## config.mk

```make
export PLATFORM = sky130hd
export DESIGN_NAME = spi_ram_master
export DESIGN_NICKNAME = d
export VERILOG_FILES = /design/src/rtl/spi_ram_master.sv
export SDC_FILE = /design/constraint.sdc
export NUM_CORES = 1
export LEC_CHECK = 0
export BUFFER_PORTS_ARGS = -buffer_cell sky130_fd_sc_hd__buf_2
export CAP_MARGIN = 20
export CORE_ASPECT_RATIO = 1.75
export CORE_UTILIZATION = 57
export DETAILED_ROUTE_END_ITERATION = 7
export PLACE_DENSITY = 0.91
export SLEW_MARGIN = 25
export SYNTH_ARGS = -nofsm -noshare
export SYNTH_HDL_FRONTEND = slang
export SYNTH_SLANG_ARGS = --single-unit
```

## constraint.sdc

```tcl
create_clock -name clk -period 2.52 [get_ports clk]
set_clock_uncertainty 0.2 [all_clocks]
set_input_delay 0.504 -clock clk [delete_from_list [all_inputs] [get_ports clk]]
set_output_delay 0.504 -clock clk [all_outputs]
set_load 0.01 [all_outputs]
```

## src/rtl/spi_ram_master.sv

```systemverilog
// Host-side SPI sequencer: turns one write/read request into an address frame plus a
// data frame for the SPI RAM slave, and captures the read byte from MISO.
module spi_ram_master #(
    parameter int RD_LAT = 3
) (
    input  logic       clk,
    input  logic       rst,
    input  logic       cmd_valid,
    output logic       cmd_ready,
    input  logic       cmd_rd,
    input  logic [7:0] cmd_addr,
    input  logic [7:0] cmd_wdata,
    output logic       done,
    output logic       rd_valid,
    output logic [7:0] rd_data,
    output logic       SS_n,
    output logic       MOSI,
    input  logic       MISO
);
    typedef enum logic [2:0] {
        S_IDLE, S_START, S_SEL, S_SHIFT, S_GAP, S_RD_WAIT, S_RD_CAP, S_DONE
    } state_t;

    localparam logic [3:0] WAIT_INIT = 4'(RD_LAT - 2);

    state_t     state_q, state_d;
    logic       rd_q, rd_d;
    logic       frame2_q, frame2_d;
    logic [7:0] addr_q, addr_d;
    logic [7:0] wdata_q, wdata_d;
    logic [9:0] sh_q, sh_d;
    logic [3:0] cnt_q, cnt_d;
    logic [7:0] cap_q, cap_d;
    logic       ss_n_q, ss_n_d;
    logic       mosi_q, mosi_d;
    logic       cmd_ready_q, cmd_ready_d;
    logic       done_q, done_d;
    logic       rd_valid_q, rd_valid_d;
    logic [7:0] rd_data_q, rd_data_d;

    // Outputs are computed for the state being entered, so they are registered in step with it.
    always_comb begin
        state_d     = state_q;
        rd_d        = rd_q;
        frame2_d    = frame2_q;
        addr_d      = addr_q;
        wdata_d     = wdata_q;
        sh_d        = sh_q;
        cnt_d       = cnt_q;
        cap_d       = cap_q;
        ss_n_d      = ss_n_q;
        mosi_d      = 1'b0;
        cmd_ready_d = 1'b0;
        done_d      = 1'b0;
        rd_valid_d  = 1'b0;
        rd_data_d   = rd_data_q;
        unique case (state_q)
            S_IDLE, S_DONE: begin
                state_d     = S_IDLE;
                cmd_ready_d = 1'b1;
                ss_n_d      = 1'b1;
                if (cmd_valid && cmd_ready_q) begin
                    state_d     = S_START;
                    rd_d        = cmd_rd;
                    addr_d      = cmd_addr;
                    wdata_d     = cmd_wdata;
                    frame2_d    = 1'b0;
                    cmd_ready_d = 1'b0;
                    ss_n_d      = 1'b0;
                end
            end
            S_START: begin
                state_d = S_SEL;
                mosi_d  = rd_q;
                sh_d    = {rd_q, frame2_q, frame2_q ? (rd_q ? 8'h00 : wdata_q) : addr_q};
            end
            S_SEL: begin
                state_d = S_SHIFT;
                mosi_d  = sh_q[9];
                sh_d    = {sh_q[8:0], 1'b0};
                cnt_d   = 4'd9;
            end
            S_SHIFT: begin
                if (cnt_q != 4'd0) begin
                    mosi_d = sh_q[9];
                    sh_d   = {sh_q[8:0], 1'b0};
                    cnt_d  = cnt_q - 4'd1;
                end else if (!frame2_q) begin
                    state_d  = S_GAP;
                    ss_n_d   = 1'b1;
                    frame2_d = 1'b1;
                end else if (!rd_q) begin
                    state_d     = S_DONE;
                    ss_n_d      = 1'b1;
                    done_d      = 1'b1;
                    cmd_ready_d = 1'b1;
                end else if (RD_LAT == 1) begin
                    state_d = S_RD_CAP;
                    cnt_d   = 4'd7;
                end else begin
                    state_d = S_RD_WAIT;
                    cnt_d   = WAIT_INIT;
                end
            end
            S_GAP: begin
                state_d = S_START;
                ss_n_d  = 1'b0;
            end
            S_RD_WAIT: begin
                if (cnt_q == 4'd0) begin
                    state_d = S_RD_CAP;
                    cnt_d   = 4'd7;
                end else begin
                    cnt_d = cnt_q - 4'd1;
                end
            end
            S_RD_CAP: begin
                cap_d = {cap_q[6:0], MISO};
                if (cnt_q == 4'd0) begin
                    state_d     = S_DONE;
                    ss_n_d      = 1'b1;
                    done_d      = 1'b1;
                    rd_valid_d  = 1'b1;
                    cmd_ready_d = 1'b1;
                    rd_data_d   = {cap_q[6:0], MISO};
                end else begin
                    cnt_d = cnt_q - 4'd1;
                end
            end
            default: begin
                state_d     = S_IDLE;
                ss_n_d      = 1'b1;
                cmd_ready_d = 1'b1;
            end
        endcase
    end

    always_ff @(posedge clk or posedge rst) begin
        if (rst) begin
            state_q     <= S_IDLE;
            rd_q        <= 1'b0;
            frame2_q    <= 1'b0;
            addr_q      <= 8'h00;
            wdata_q     <= 8'h00;
            sh_q        <= 10'h000;
            cnt_q       <= 4'd0;
            cap_q       <= 8'h00;
            ss_n_q      <= 1'b1;
            mosi_q      <= 1'b0;
            cmd_ready_q <= 1'b1;
            done_q      <= 1'b0;
            rd_valid_q  <= 1'b0;
            rd_data_q   <= 8'h00;
        end else begin
            state_q     <= state_d;
            rd_q        <= rd_d;
            frame2_q    <= frame2_d;
            addr_q      <= addr_d;
            wdata_q     <= wdata_d;
            sh_q        <= sh_d;
            cnt_q       <= cnt_d;
            cap_q       <= cap_d;
            ss_n_q      <= ss_n_d;
            mosi_q      <= mosi_d;
            cmd_ready_q <= cmd_ready_d;
            done_q      <= done_d;
            rd_valid_q  <= rd_valid_d;
            rd_data_q   <= rd_data_d;
        end
    end

    assign SS_n      = ss_n_q;
    assign MOSI      = mosi_q;
    assign cmd_ready = cmd_ready_q;
    assign done      = done_q;
    assign rd_valid  = rd_valid_q;
    assign rd_data   = rd_data_q;
endmodule

```

# Word-level counts from Yosys, hierarchy flattened
# Cells that the tools add are included.
# op_classes
add_sub_neg	1
eq_ne	16
mux	35
reduce_logical	16
# ops
op	n
$pmux 10 s3	1
$pmux 3 s7	1
$mux 4	5
$mux 8	2
$pmux 4 s4	1
$mux 1	14
$eq 3x3->1 const B	4
$ne 2x2->1 const B	6
$reduce_bool 4->1	3
$mux 10	1
$mux 3	3
$ne 3x3->1 const B	3
$reduce_and 4->1	2
$eq 3x2->1 const B	2
$pmux 1 s3	2
$reduce_and 2->1	3
$reduce_and 3->1	2
$logic_not 4->1	1
$mux 2	2
$pmux 1 s2	2
$pmux 1 s4	1
$sub 4x1->4 const B	1
$eq 3x1->1 const B	1
$logic_not 3->1	1
4 further kinds	4
# word_totals
register_bits	55
input_bits	21
out_inout_bits	13
word_cells	82

# Logic depth before layout (Yosys ltp)
# logic_depth
ltp_word	4
depth_mapped	7
ltp_nobuf	6

# Least setup slack after synthesis
# Ideal clock, no wire load.
# synth_path
kind	reg2reg
start	register cnt_q[0]
end	register cnt_q[1]
setup_ps	134
arrival_ps	1663
t_required_ps	2186
path_slack_ps	524
path_stages_with_launch	8
path_buffers	1
period_less_slack_ps	1996
cell_sequence	dfrtp_1 -> inv_1 -> ha_1 -> or3b_1 -> buf_6 -> and2_4 -> a221oi_2 -> o211ai_1
# synth_via
elab_chain_cells	3
elab_cells_between_ends	11
classes_between	add/sub: 1; eq/ne: 3; mux: 4; reduce/logical: 3
# synth_rtl
element	line_no	text
start, declared	32	logic [3:0] cnt_q, cnt_d;
start signal, assigned	161	cnt_q <= cnt_d;
$sub 4x1->4 (tied with other cells)	87, 114, 127	
$mux 4 (tied with other cells)	119	if (cnt_q == 4'd0) begin
$pmux 4 s4 or $reduce_and 4->1 (tied branches)	--	
# Several ways; a longest one is shown, not always the timed one. The select of a mux whose other input is x is not followed.
# A chain may end at the register's enable or synchronous reset.

# Final worst setup path
# Same ends and word-level chain as after synthesis.

==> flow_metrics.env <==
export IMPL_status="finished, violations left"
export IMPL_violations="negative hold slack"
export IMPL_root_buffer="clkbuf_8"
export IMPL_cap_violations=0
export IMPL_core_sq_mm=0.004484
export IMPL_hp_class="primary input to async pin"
export IMPL_clockBufferDepth=2
export IMPL_numCtsBuffers=5
export IMPL_cts_tree="done"
export IMPL_stdcell_count=329
export IMPL_htreeDepth=2
export IMPL_ys_types=48
export IMPL_dieArea_sq_mm=0.005018
export IMPL_grt_max_degree=35
export IMPL_netlist_area_sq_mm=0.002695
export IMPL_route_met2_wl_mm=3.097
export IMPL_total_power_mw=3.435
export IMPL_r2r_start="cnt_q[0]$_DFFE_PP0P_"
export IMPL_rrSetupSlack_ns=0.32
export IMPL_worst_path_max_fanout=7
export IMPL_crit_path_start="cnt_q[0]$_DFFE_PP0P_"
export IMPL_critPathSlowestCell="or3b_1"
export IMPL_dpl_hpwl_mm=4.097
export IMPL_endpoint_kind="flip-flop"
export IMPL_vias=1972
export IMPL_fp_dieW_um=53.98
export IMPL_synth_top_flop_cell="dfrtp_1"
export IMPL_ys_async_sr_fraction_pct=100.0
export IMPL_drive_above_1_share_pct=36.69
export IMPL_avgViaCountPerCell=5.994
export IMPL_vdd_drop_max_v=0.0009739
export IMPL_setup_violations=0
export IMPL_clk_pin_slew_ns=0.10
export IMPL_synth_area_leaders="dfrtp_1, mux2_2, a21oi_1"
export IMPL_grt_pass1_vias=2089
export IMPL_ys_warn_count=0
export IMPL_rsz0062_at_grt="false"
export IMPL_tightestPinTransition_ns=0.4791
export IMPL_syn_area_per_cell_sq_um=11.14
export IMPL_cp_data_required_time_ns=2.51
export IMPL_synth_net_count=264
export IMPL_syn_to_final_growth_pct=12.86
export IMPL_diodes=0
export IMPL_leakage_nw=1.456
export IMPL_dp_cells=321
export IMPL_path_cells="inv_1 -> ha_1 -> or3b_1 -> and2_4 -> a221oi_2 -> o211ai_1"
export IMPL_drtPass1Iterations=4
export IMPL_endpoint="cnt_q[1]$_DFFE_PP0P_"
export IMPL_drtIter0Drc=61
export IMPL_slew_headroom_pct=68.06
export IMPL_drv_slew=0
export IMPL_synth_seq_area_share_pct=51.16
export IMPL_ys_ff_latch=55
export IMPL_arrival_ns=2.19
export IMPL_fin_crit_sh_pct=87.45
export IMPL_fmaxAchievable_mhz=453.8
export IMPL_finalHoldViolCount=20
export IMPL_portBuffers=33
export IMPL_holdWs_ns=-0.01001
export IMPL_grt_pass1_wl_mm=9.315
export IMPL_synth_top_area_share_pct=49.21
export IMPL_clk_latency_ns=0.31
export IMPL_fin_tns_setup_ns=0
export IMPL_setup_worst_path_start_class="flip-flop"
export IMPL_highest_layer="met4"
export IMPL_fin_nets=299
export IMPL_num_rows=32
export IMPL_overflow=0
export IMPL_cellPowerDensity_mw_per_mm2=1129
export IMPL_dr_wl_met3_um=176
export IMPL_post_cts_buffers=0
export IMPL_start_util_pct=60.10
export IMPL_m1WireLength_mm=1.979
export IMPL_post_drt_wl_per_cell_um=16.70
export IMPL_reg2reg_to="cnt_q[1]$_DFFE_PP0P_"
export IMPL_syn_inst=242
export IMPL_r2r_cells=6
export IMPL_place_congestion=0.9045
export IMPL_ios=34
export IMPL_ctsResizeCount=0
export IMPL_cpPeakStageDelay_ns=0.53
export IMPL_yosysTopAreaCell="dfrtp_1"
export IMPL_die_y_um=92.97
export IMPL_synth_edf_count=0
export IMPL_grt_usage_pct=25.95
export IMPL_period_needed_ns=2.204
export IMPL_antenna_found_initial=0
export IMPL_wl_mm=5.495
export IMPL_ctsHoldBuffers=0
export IMPL_detail_route_antenna_nets=0
export IMPL_drc=0
export IMPL_clock_sinks=55
export IMPL_criticalPathCategory="flip-flop to flip-flop"
## worst max-delay path, delay by kind of cell, from the launching register on
family	cells	cell delay, ns
AO/OA/AOI/OAI	2	0.38
flip-flops	1	0.45
AND/OR/NAND/NOR	2	0.77
adder cells (fa/ha/maj)	1	0.21
buffers and inverters	1	0.08
## power by group
group          switching [mW]  internal, mW
Sequential              0.246          1.21
Clock                   0.285         0.300
Combinational           0.712         0.681
Total                    1.24          2.19
## through the flow
stage	utilization (%)	setup slack [ns]	cell area, sq um
2_1_floorplan	-	0.4764	2695
3_5_place_dp	65.35	0.3178	2930
6_report	67.83	0.3162	3042
5_1_grt	67.83	0.1729	3042
4_1_cts	67.83	0.3091	3042
3_3_place_gp	65.35	0.3613	2930
## cell usage in the layout (no fill, tap or decap), drive strengths merged, types with 2 or more instances in the layout
cell    instances
o21ai           8
mux2           39
nor2           22
nor3            2
o211ai          2
nand3           3
nor2b          10
o32ai           2
or3             3
o21bai          3
inv             9
a211oi          4
clkbuf          6
and2            2
buf            44
or4             2
o31ai           2
mux2i           2
a221oi          3
a21oi          25
dfstp           2
or3b            2
dfrtp          53
nand2b          3
nand2          10
## routing by layer
layer  GRT usage, %  vias to the layer above
met5              0                        -
met4          15.81                        0
met3          3.941                       20
met2          45.68                       62
met1          27.05                      949
li1               -                      941
## flip-flops by register name, summed over array words and instances (netlist names), 3 cells and up
register	cells
sh_q	10
addr_q	8
rd_data	8
wdata_q	8
cap_q	7
cnt_q	4
state_q	3
## synthesized netlist by cell type (4+ instances only)
cell type / n
o21ai_0: 7
a21oi_1: 24
buf_2: 8
mux2_2: 39
nand2_1: 10
clkbuf_1: 4
inv_1: 8
dfrtp_1: 53
a211oi_1: 4
nor2_1: 20
nor2b_1: 10
## cell type report
| cell class | count | area (sq um) |
|---|---|---|
| Clock buffer | 6 | 72.57 |
| Clock inverter | 2 | 38.79 |
| Fill cell | 366 | 1443 |
| Inverter | 8 | 30.03 |
| Multi-Input combinational cell | 163 | 1197 |
| Sequential cell | 55 | 1379 |
| Tap cell | 51 | 63.81 |
| Timing Repair Buffer | 44 | 260.3 |
## worst min-delay path by stage
stage,startpoint,to,slack [ns],cells past startpoint
global placement,cap_q[6]$_DFFE_PP0P_,rd_data[7]$_DFFE_PP0P_,0.28,1
CTS,rst,MOSI$_DFF_PP0_,0.003,2
global route,rst,MOSI$_DFF_PP0_,0.03,2
detailed placement,addr_q[2]$_DFFE_PP0P_,addr_q[2]$_DFFE_PP0P_,0.29,1
finish,rst,rd_data[0]$_DFFE_PP0P_,-0.01,2
floorplan,addr_q[0]$_DFFE_PP0P_,addr_q[0]$_DFFE_PP0P_,0.27,1
## kinds of logic after synthesis
family | Yosys count | synth area share [%]
adder cells (fa/ha/maj) | 1 | 0.4642
AO/OA/AOI/OAI | 56 | 13.32
flip-flops | 55 | 51.16
multiplexers | 41 | 17.04
AND/OR/NAND/NOR | 64 | 13.28
XOR/XNOR | 1 | 0.3250
buffers and inverters | 24 | 4.410
Note: power is estimated with default switching activity, not from simulation.
